$ cat src/rtl/snn_pkg.sv
// Shared event format used by the spike fan-out logic, the event FIFO and the SPU.
package snn_pkg;

  localparam int WEIGHT_W = 17;
  localparam int TAG_W    = 1;
  localparam int EVENT_W  = WEIGHT_W + 2*TAG_W;

  typedef struct packed {
    logic [WEIGHT_W-1:0] weight;
    logic [TAG_W-1:0]    src_tag;
    logic [TAG_W-1:0]    dst_tag;
  } syn_event_t;

endpackage

$ cat src/rtl/event_regfile.sv
// 1-write / 1-async-read register array holding packed synaptic events.
// Contents are intentionally not reset; validity is tracked by the owner.
module event_regfile #(
  parameter int DEPTH   = 8,
  parameter int ADDR_W  = 3,
  parameter int EVENT_W = snn_pkg::EVENT_W
) (
  input  logic               clk,
  input  logic               we,
  input  logic [ADDR_W-1:0]  waddr,
  input  logic [EVENT_W-1:0] wdata,
  input  logic [ADDR_W-1:0]  raddr,
  output logic [EVENT_W-1:0] rdata
);

  logic [EVENT_W-1:0] mem_q [DEPTH];

  always_ff @(posedge clk) begin
    if (we) mem_q[waddr] <= wdata;
  end

  assign rdata = mem_q[raddr];

endmodule

$ cat src/rtl/synaptic_event_fifo.sv
// First-word-fall-through event FIFO between spike fan-out and the SPU, with
// occupancy, almost-full and sticky overflow/underflow flags.
module synaptic_event_fifo
  import snn_pkg::TAG_W;
#(
  parameter int DEPTH    = 8,
  parameter int ADDR_W   = 3,
  parameter int WEIGHT_W = snn_pkg::WEIGHT_W,
  parameter int AF_LEVEL = 6
) (
  input  logic                clk,
  input  logic                asyn_reset,
  input  logic                enq,
  input  logic [WEIGHT_W-1:0] weight_in,
  input  logic [TAG_W-1:0]    src_tag_in,
  input  logic [TAG_W-1:0]    dst_tag_in,
  input  logic                req_deq,
  output logic [WEIGHT_W-1:0] weight_out,
  output logic [TAG_W-1:0]    src_tag_out,
  output logic [TAG_W-1:0]    dst_tag_out,
  output logic                fifo_empty,
  output logic                full,
  output logic                almost_full,
  output logic [ADDR_W:0]     count,
  output logic                overflow,
  output logic                underflow
);

  localparam int EV_W = WEIGHT_W + 2*TAG_W;
  localparam logic [ADDR_W:0]   DEPTH_C = (ADDR_W+1)'(DEPTH);
  localparam logic [ADDR_W:0]   AF_C    = (ADDR_W+1)'(AF_LEVEL);
  localparam logic [ADDR_W:0]   CNT_ONE = (ADDR_W+1)'(1);
  localparam logic [ADDR_W-1:0] PTR_ONE = ADDR_W'(1);

  logic [ADDR_W-1:0] rd_ptr_q, rd_ptr_d;
  logic [ADDR_W-1:0] wr_ptr_q, wr_ptr_d;
  logic [ADDR_W:0]   count_q, count_d;
  logic              ovf_q, ovf_d;
  logic              udf_q, udf_d;
  logic              is_empty, is_full, do_wr, do_rd;
  logic [EV_W-1:0]   head;

  assign is_empty = (count_q == '0);
  assign is_full  = (count_q == DEPTH_C);
  // A pop at full frees the slot being written, so the write is accepted.
  assign do_wr    = enq & (~is_full | req_deq);
  assign do_rd    = req_deq & ~is_empty;

  always_comb begin
    rd_ptr_d = rd_ptr_q;
    wr_ptr_d = wr_ptr_q;
    count_d  = count_q;
    ovf_d    = ovf_q | (enq & is_full & ~req_deq);
    udf_d    = udf_q | (req_deq & is_empty);
    if (do_wr) wr_ptr_d = wr_ptr_q + PTR_ONE;
    if (do_rd) rd_ptr_d = rd_ptr_q + PTR_ONE;
    case ({do_wr, do_rd})
      2'b10:   count_d = count_q + CNT_ONE;
      2'b01:   count_d = count_q - CNT_ONE;
      default: count_d = count_q;
    endcase
  end

  always_ff @(posedge clk or negedge asyn_reset) begin
    if (!asyn_reset) begin
      rd_ptr_q <= '0;
      wr_ptr_q <= '0;
      count_q  <= '0;
      ovf_q    <= 1'b0;
      udf_q    <= 1'b0;
    end else begin
      rd_ptr_q <= rd_ptr_d;
      wr_ptr_q <= wr_ptr_d;
      count_q  <= count_d;
      ovf_q    <= ovf_d;
      udf_q    <= udf_d;
    end
  end

  event_regfile #(
    .DEPTH  (DEPTH),
    .ADDR_W (ADDR_W),
    .EVENT_W(EV_W)
  ) u_regfile (
    .clk  (clk),
    .we   (do_wr),
    .waddr(wr_ptr_q),
    .wdata({weight_in, src_tag_in, dst_tag_in}),
    .raddr(rd_ptr_q),
    .rdata(head)
  );

  assign {weight_out, src_tag_out, dst_tag_out} = is_empty ? '0 : head;
  assign fifo_empty  = is_empty;
  assign full        = is_full;
  assign almost_full = (count_q >= AF_C);
  assign count       = count_q;
  assign overflow    = ovf_q;
  assign underflow   = udf_q;

endmodule

$ cat config.mk
export PLATFORM = sky130hd
export DESIGN_NAME = synaptic_event_fifo
export DESIGN_NICKNAME = d
export VERILOG_FILES = /design/src/rtl/snn_pkg.sv /design/src/rtl/event_regfile.sv /design/src/rtl/synaptic_event_fifo.sv
export SDC_FILE = /design/constraint.sdc
export NUM_CORES = 1
export LEC_CHECK = 0
export CORE_ASPECT_RATIO = 1.5
export CORE_MARGIN = 8
export CORE_UTILIZATION = 35
export CTS_CLUSTER_DIAMETER = 40
export CTS_CLUSTER_SIZE = 30
export DETAILED_ROUTE_END_ITERATION = 7
export HOLD_SLACK_MARGIN = 0.06
export PLACE_DENSITY = 0.62
export SKIP_CTS_REPAIR_TIMING = 1
export SYNTH_ARGS = -nofsm -noshare
export SYNTH_HDL_FRONTEND = slang
export SYNTH_SLANG_ARGS = --single-unit
export TNS_END_PERCENT = 100
$ cat constraint.sdc
create_clock -name clk -period 3.1 [get_ports clk]
set_clock_uncertainty 0.05 [all_clocks]
set_input_delay 0.62 -clock clk [delete_from_list [all_inputs] [get_ports clk]]
set_output_delay 0.62 -clock clk [all_outputs]
set_load 0.01 [all_outputs]
Word level (Yosys, flattened, before mapping)
Memory sizes are Yosys's and may differ from the RTL's. Index checks and enable logic that the tools add are counted. Widths: inputs -> output; s select.

Register bits: 12. RAM bits: 152. Memories kept: 1.

Memories: u_regfile.mem_q (depth 8, width 19, read ports 1, clocked after Yosys merged registers in 0, wr ports 1, line event_regfile.sv:16) `logic [EVENT_W-1:0] mem_q [DEPTH];`.

Add/sub/neg operators: 4. Order comparisons: 1. Eq/ne operators: 3. Muxes and demuxes: 4. Bitwise gates (word level): 11. Reduce and logical (&&, ||, !) cells: 2.

Operator list (number): $mux 19 (1); $pmux 4 s2 (1); $add 3x1->3 const B (2); $and 1x1->1 (5); $add 4x1->4 const B (1); $eq 4x4->1 const B (1); $ge 4x3->1 const B (1); $logic_not 4->1 (1); $sub 4x1->4 const B (1); $not 1->1 (3); $or 1x1->1 (3); $eq 2x1->1 const B (1); $eq 2x2->1 const B (1); $mux 1 (2); $reduce_bool 2->1 (1).

Logic depth before layout (Yosys ltp)
Depth in word-level cells: 6. Gate-level depth with buffers: 11. Depth with buffers taken out: 10.

Modules after synthesis
From an unflattened synthesis, not the netlist that was laid out.

Cell total of the unflattened synthesis: 311. Area, all modules: 6693.9 um^2.

By module, submodules not included: event_regfile (instances 1, cells an instance 232, area an instance 5879.4 um^2, seq. area each 4564.4 um^2); synaptic_event_fifo (instances 1, cells an instance 79, area an instance 814.5 um^2, seq. area each 300.3 um^2).

Worst setup path before layout
No wires, ideal clock.

Kind: flip-flop to flip-flop. Start point: reg count_q[2] (netlist: count[2]). End point: mem u_regfile.mem_q[0][0] (netlist bit) (enable). Library setup time: 0.443 ns. Arrival: 2.749 ns. Path slack: -0.143 ns. Stages on the path, launching flop included: 5. Clock period less this slack: 3.243 ns. Path through: dfrtp_1 > or4b_4 > o21a_4 > inv_6 > nor4_1.

Word-level cells in the longest chain between the ends: 6.

RTL lines: from (decl) (line synaptic_event_fifo.sv:37) `logic [ADDR_W:0] count_q, count_d;`; from (signal assigned) (line synaptic_event_fifo.sv:74) `count_q <= count_d;`; $eq 4x4->1 (line synaptic_event_fifo.sv:44) `assign is_full = (count_q == DEPTH_C);`; $not 1->1 (line synaptic_event_fifo.sv:46) `assign do_wr = enq & (~is_full | req_deq);`; $or 1x1->1 (line synaptic_event_fifo.sv:46); $and 1x1->1 (line synaptic_event_fifo.sv:46); $mux 1 (line event_regfile.sv:19) `if (we) mem_q[waddr] <= wdata;`; $mux 1 (implied by the code) (line event_regfile.sv:19); to (decl) (line event_regfile.sv:16).

Every way passes these cells.

Final worst setup path
Start point: reg rd_ptr_q[0]. End point: out dst_tag_out.

Word-level cells in the longest chain between the ends: 2.

RTL lines: from (decl) (line synaptic_event_fifo.sv:35) `logic [ADDR_W-1:0] rd_ptr_q, rd_ptr_d;`; from (signal assigned) (line synaptic_event_fifo.sv:72) `rd_ptr_q <= rd_ptr_d;`; $mem_v2 8x19; $mux 19 (line synaptic_event_fifo.sv:93) `assign {weight_out, src_tag_out, dst_tag_out} = is_empty ? '0 : head;`; to (decl) (line synaptic_event_fifo.sv:20) `output logic [TAG_W-1:0] dst_tag_out,`.

Every way passes these cells.

==> impl_metrics.json <==
{
  "status": "completed",
  "tightest_slew_ns": 0.555,
  "io_pins": 51,
  "grt_pass1_wl_um": 19700,
  "layout_common_cells": "edfxtp_1, clkdlybuf4s50_1, mux4_2",
  "fin_crit_ns": 3.03,
  "hold_path_depth": 1,
  "cap_viol_max_count": 0,
  "wl_per_cell_um": 21.1,
  "drc": 0,
  "irDropWorstVdd_mv": 0.440,
  "fin_util": 0.441,
  "drt_iter0_drc": 120,
  "crit_path_max_fanout": 10,
  "syn_area_mm2": 0.00645,
  "hpwl_um": 7660,
  "track_usage": 0.117,
  "start_util": 0.352,
  "totalWireLength_um": 13000,
  "gp_congestion": 0.687,
  "setup_viol": 0,
  "hp-start": "overflow",
  "vias_per_cell": 5.00,
  "port_buffers": 50,
  "period_share": 0.978,
  "fin_cells": 616,
  "start_kind": "register",
  "layout.nets": 410,
  "rows": 61,
  "fillerInstances": 1600,
  "synth_area_per_cell_um2": 21.1,
  "reg2reg_depth": 10,
  "clock_sinks": 164,
  "end_kind": "primary output",
  "via_count": 3083,
  "cp.arrival_ns": 2.36,
  "timing.rr.start": "count[2]",
  "worstReg2RegEnd": "count[2]",
  "drv_slew": 0,
  "max_slew_margin": 0.629,
  "core_mm2": 0.0183,
  "clk_pin_slew_ns": 0.07,
  "fmax_mhz": 330,
  "p_per_area_mw_per_mm2": 981,
  "whs_ns": 0.408,
  "synth_fp_nets": 333,
  "syn2layout_area_growth_pct": 25.2,
  "yosysUniqueCellTypes": 33,
  "synth-async-reset-ratio": 0.0732,
  "cts_buffer_depth": 2,
  "worstSkewPairLatency_ns": 0.42,
  "firstDrtPassIters": 4,
  "antenna_found_initial": 1,
  "synth_warnings": 0,
  "root_buffer": "clkbuf_16",
  "reg2reg_setup_slack_ns": 0.39,
  "drive_above_1_share": 0.281,
  "grt.overflow.total": 0,
  "path_class": "reg -> out",
  "hold_path_end": "overflow",
  "dieArea_mm2": 0.0231,
  "numCtsBuffers": 17,
  "grt_pass1_vias": 3409,
  "netlist_instances": 305,
  "synth.ff_latch_count": 164,
  "die_w_um": 127,
  "synthFlopType": "edfxtp_1",
  "layout_commonest_cell": "edfxtp_1",
  "p_leak_nw": 2.72,
  "hold_path_class": "reg -> reg",
  "fp.dieH_um": 182,
  "yosysSeqAreaShare": 0.755,
  "antenna_left": 0,
  "rsz0062_at_grt": "false",
  "fin_total_pwr_mw": 7.92,
  "synth_enable_flop_cells": 152,
  "dp.cells": 579,
  "cts_tree": "yes",
  "grt_start_max_net_pins": 21,
  "hold_violations": 0,
  "cp.required_ns": 2.43,
  "htreeDepth": 4
}
==> final cells by class <==
class	instances	area, um^2	area share
antenna	1	2.50	0.000310
clock buffer	17	425	0.0527
clock inverter	15	183	0.0226
inverter	2	12.5	0.00155
multi-input combinational	126	1560	0.193
sequential	164	4870	0.603
tap	220	275	0.0341
timing repair buffer	71	751	0.0930
==> critical path, cell delays in order (launching register included) <==
cell and delay [ns]:
dfrtp_2 0.37, buf_12 0.14, buf_12 0.16, mux4_2 0.53, mux2i_2 0.19, nor2_1 0.07, clkdlybuf4s50_1 0.48
==> flip-flops by register name, summed over array words and instances (netlist names) <==
register / flops
rd_ptr_q: 3
overflow: 1
underflow: 1
wr_ptr_q: 3
u_regfile.mem_q: 152
count: 4
==> synthesized netlist by cell type (3+ instances only) <==
cell type / n / area (um^2)
nor2_1: 24 / 90.1
dfrtp_1: 12 / 300
clkbuf_1: 4 / 15.0
nand2b_1: 3 / 18.8
buf_2: 4 / 20.0
xnor2_1: 4 / 35.0
mux2i_1: 19 / 190
mux4_2: 38 / 856
edfxtp_1: 152 / 4560
nor3_1: 4 / 20.0
nand2_1: 5 / 18.8
xor2_1: 5 / 43.8
ha_1: 5 / 62.6
==> per-stage QoR <==
stage,setup slack (ns),instance area (um^2),TNS (ns)
after floorplan,0.359,6450,0
after detailed placement,0.355,7350,0
after global placement,0.379,7350,0
final,0.0669,8070,0
after CTS,-0.0215,7960,-0.0215
after global routing,0.00810,8070,0
==> worst max-delay path by stage <==
| stage | cells after the start | end | slack (ns) | startpoint |
|---|---|---|---|---|
| after CTS | 5 | weight_out[10] | -0.02 | rd_ptr_q[0] |
| after detailed placement | 10 | count[2] | 0.36 | req_deq |
| after floorplan | 4 | u_regfile.mem_q[4][0] | 0.36 | count[2] |
| after global placement | 10 | count[2] | 0.38 | req_deq |
| final | 6 | dst_tag_out | 0.07 | rd_ptr_q[0] |
| after global routing | 6 | dst_tag_out | 0.008 | rd_ptr_q[0] |
==> cell families after synthesis <==
kind of cell,Yosys count,synth area share
simple gates,45,0.0344
flops,164,0.755
xor+xnor,9,0.0122
mux,59,0.166
compound gates,8,0.0101
fa+ha+maj,5,0.00970
buf+inv,15,0.0132
==> metal layers <==
metal | vias to the layer above | track usage | share of wire
met3 | 9 | 0.0313 | 0.037
li1 | 1400 | - | -
met5 | - | 0 | 0
met4 | 0 | 0.0545 | 0.013
met1 | 1615 | 0.124 | 0.40
met2 | 59 | 0.210 | 0.56
==> report_power, final <==
part	switching (mW)	internal [mW]	total, mW
clock network	0.952	1.16	2.11
registers	0.216	2.80	3.01
logic	1.27	1.53	2.80
Power figures use the tool's default switching activity.
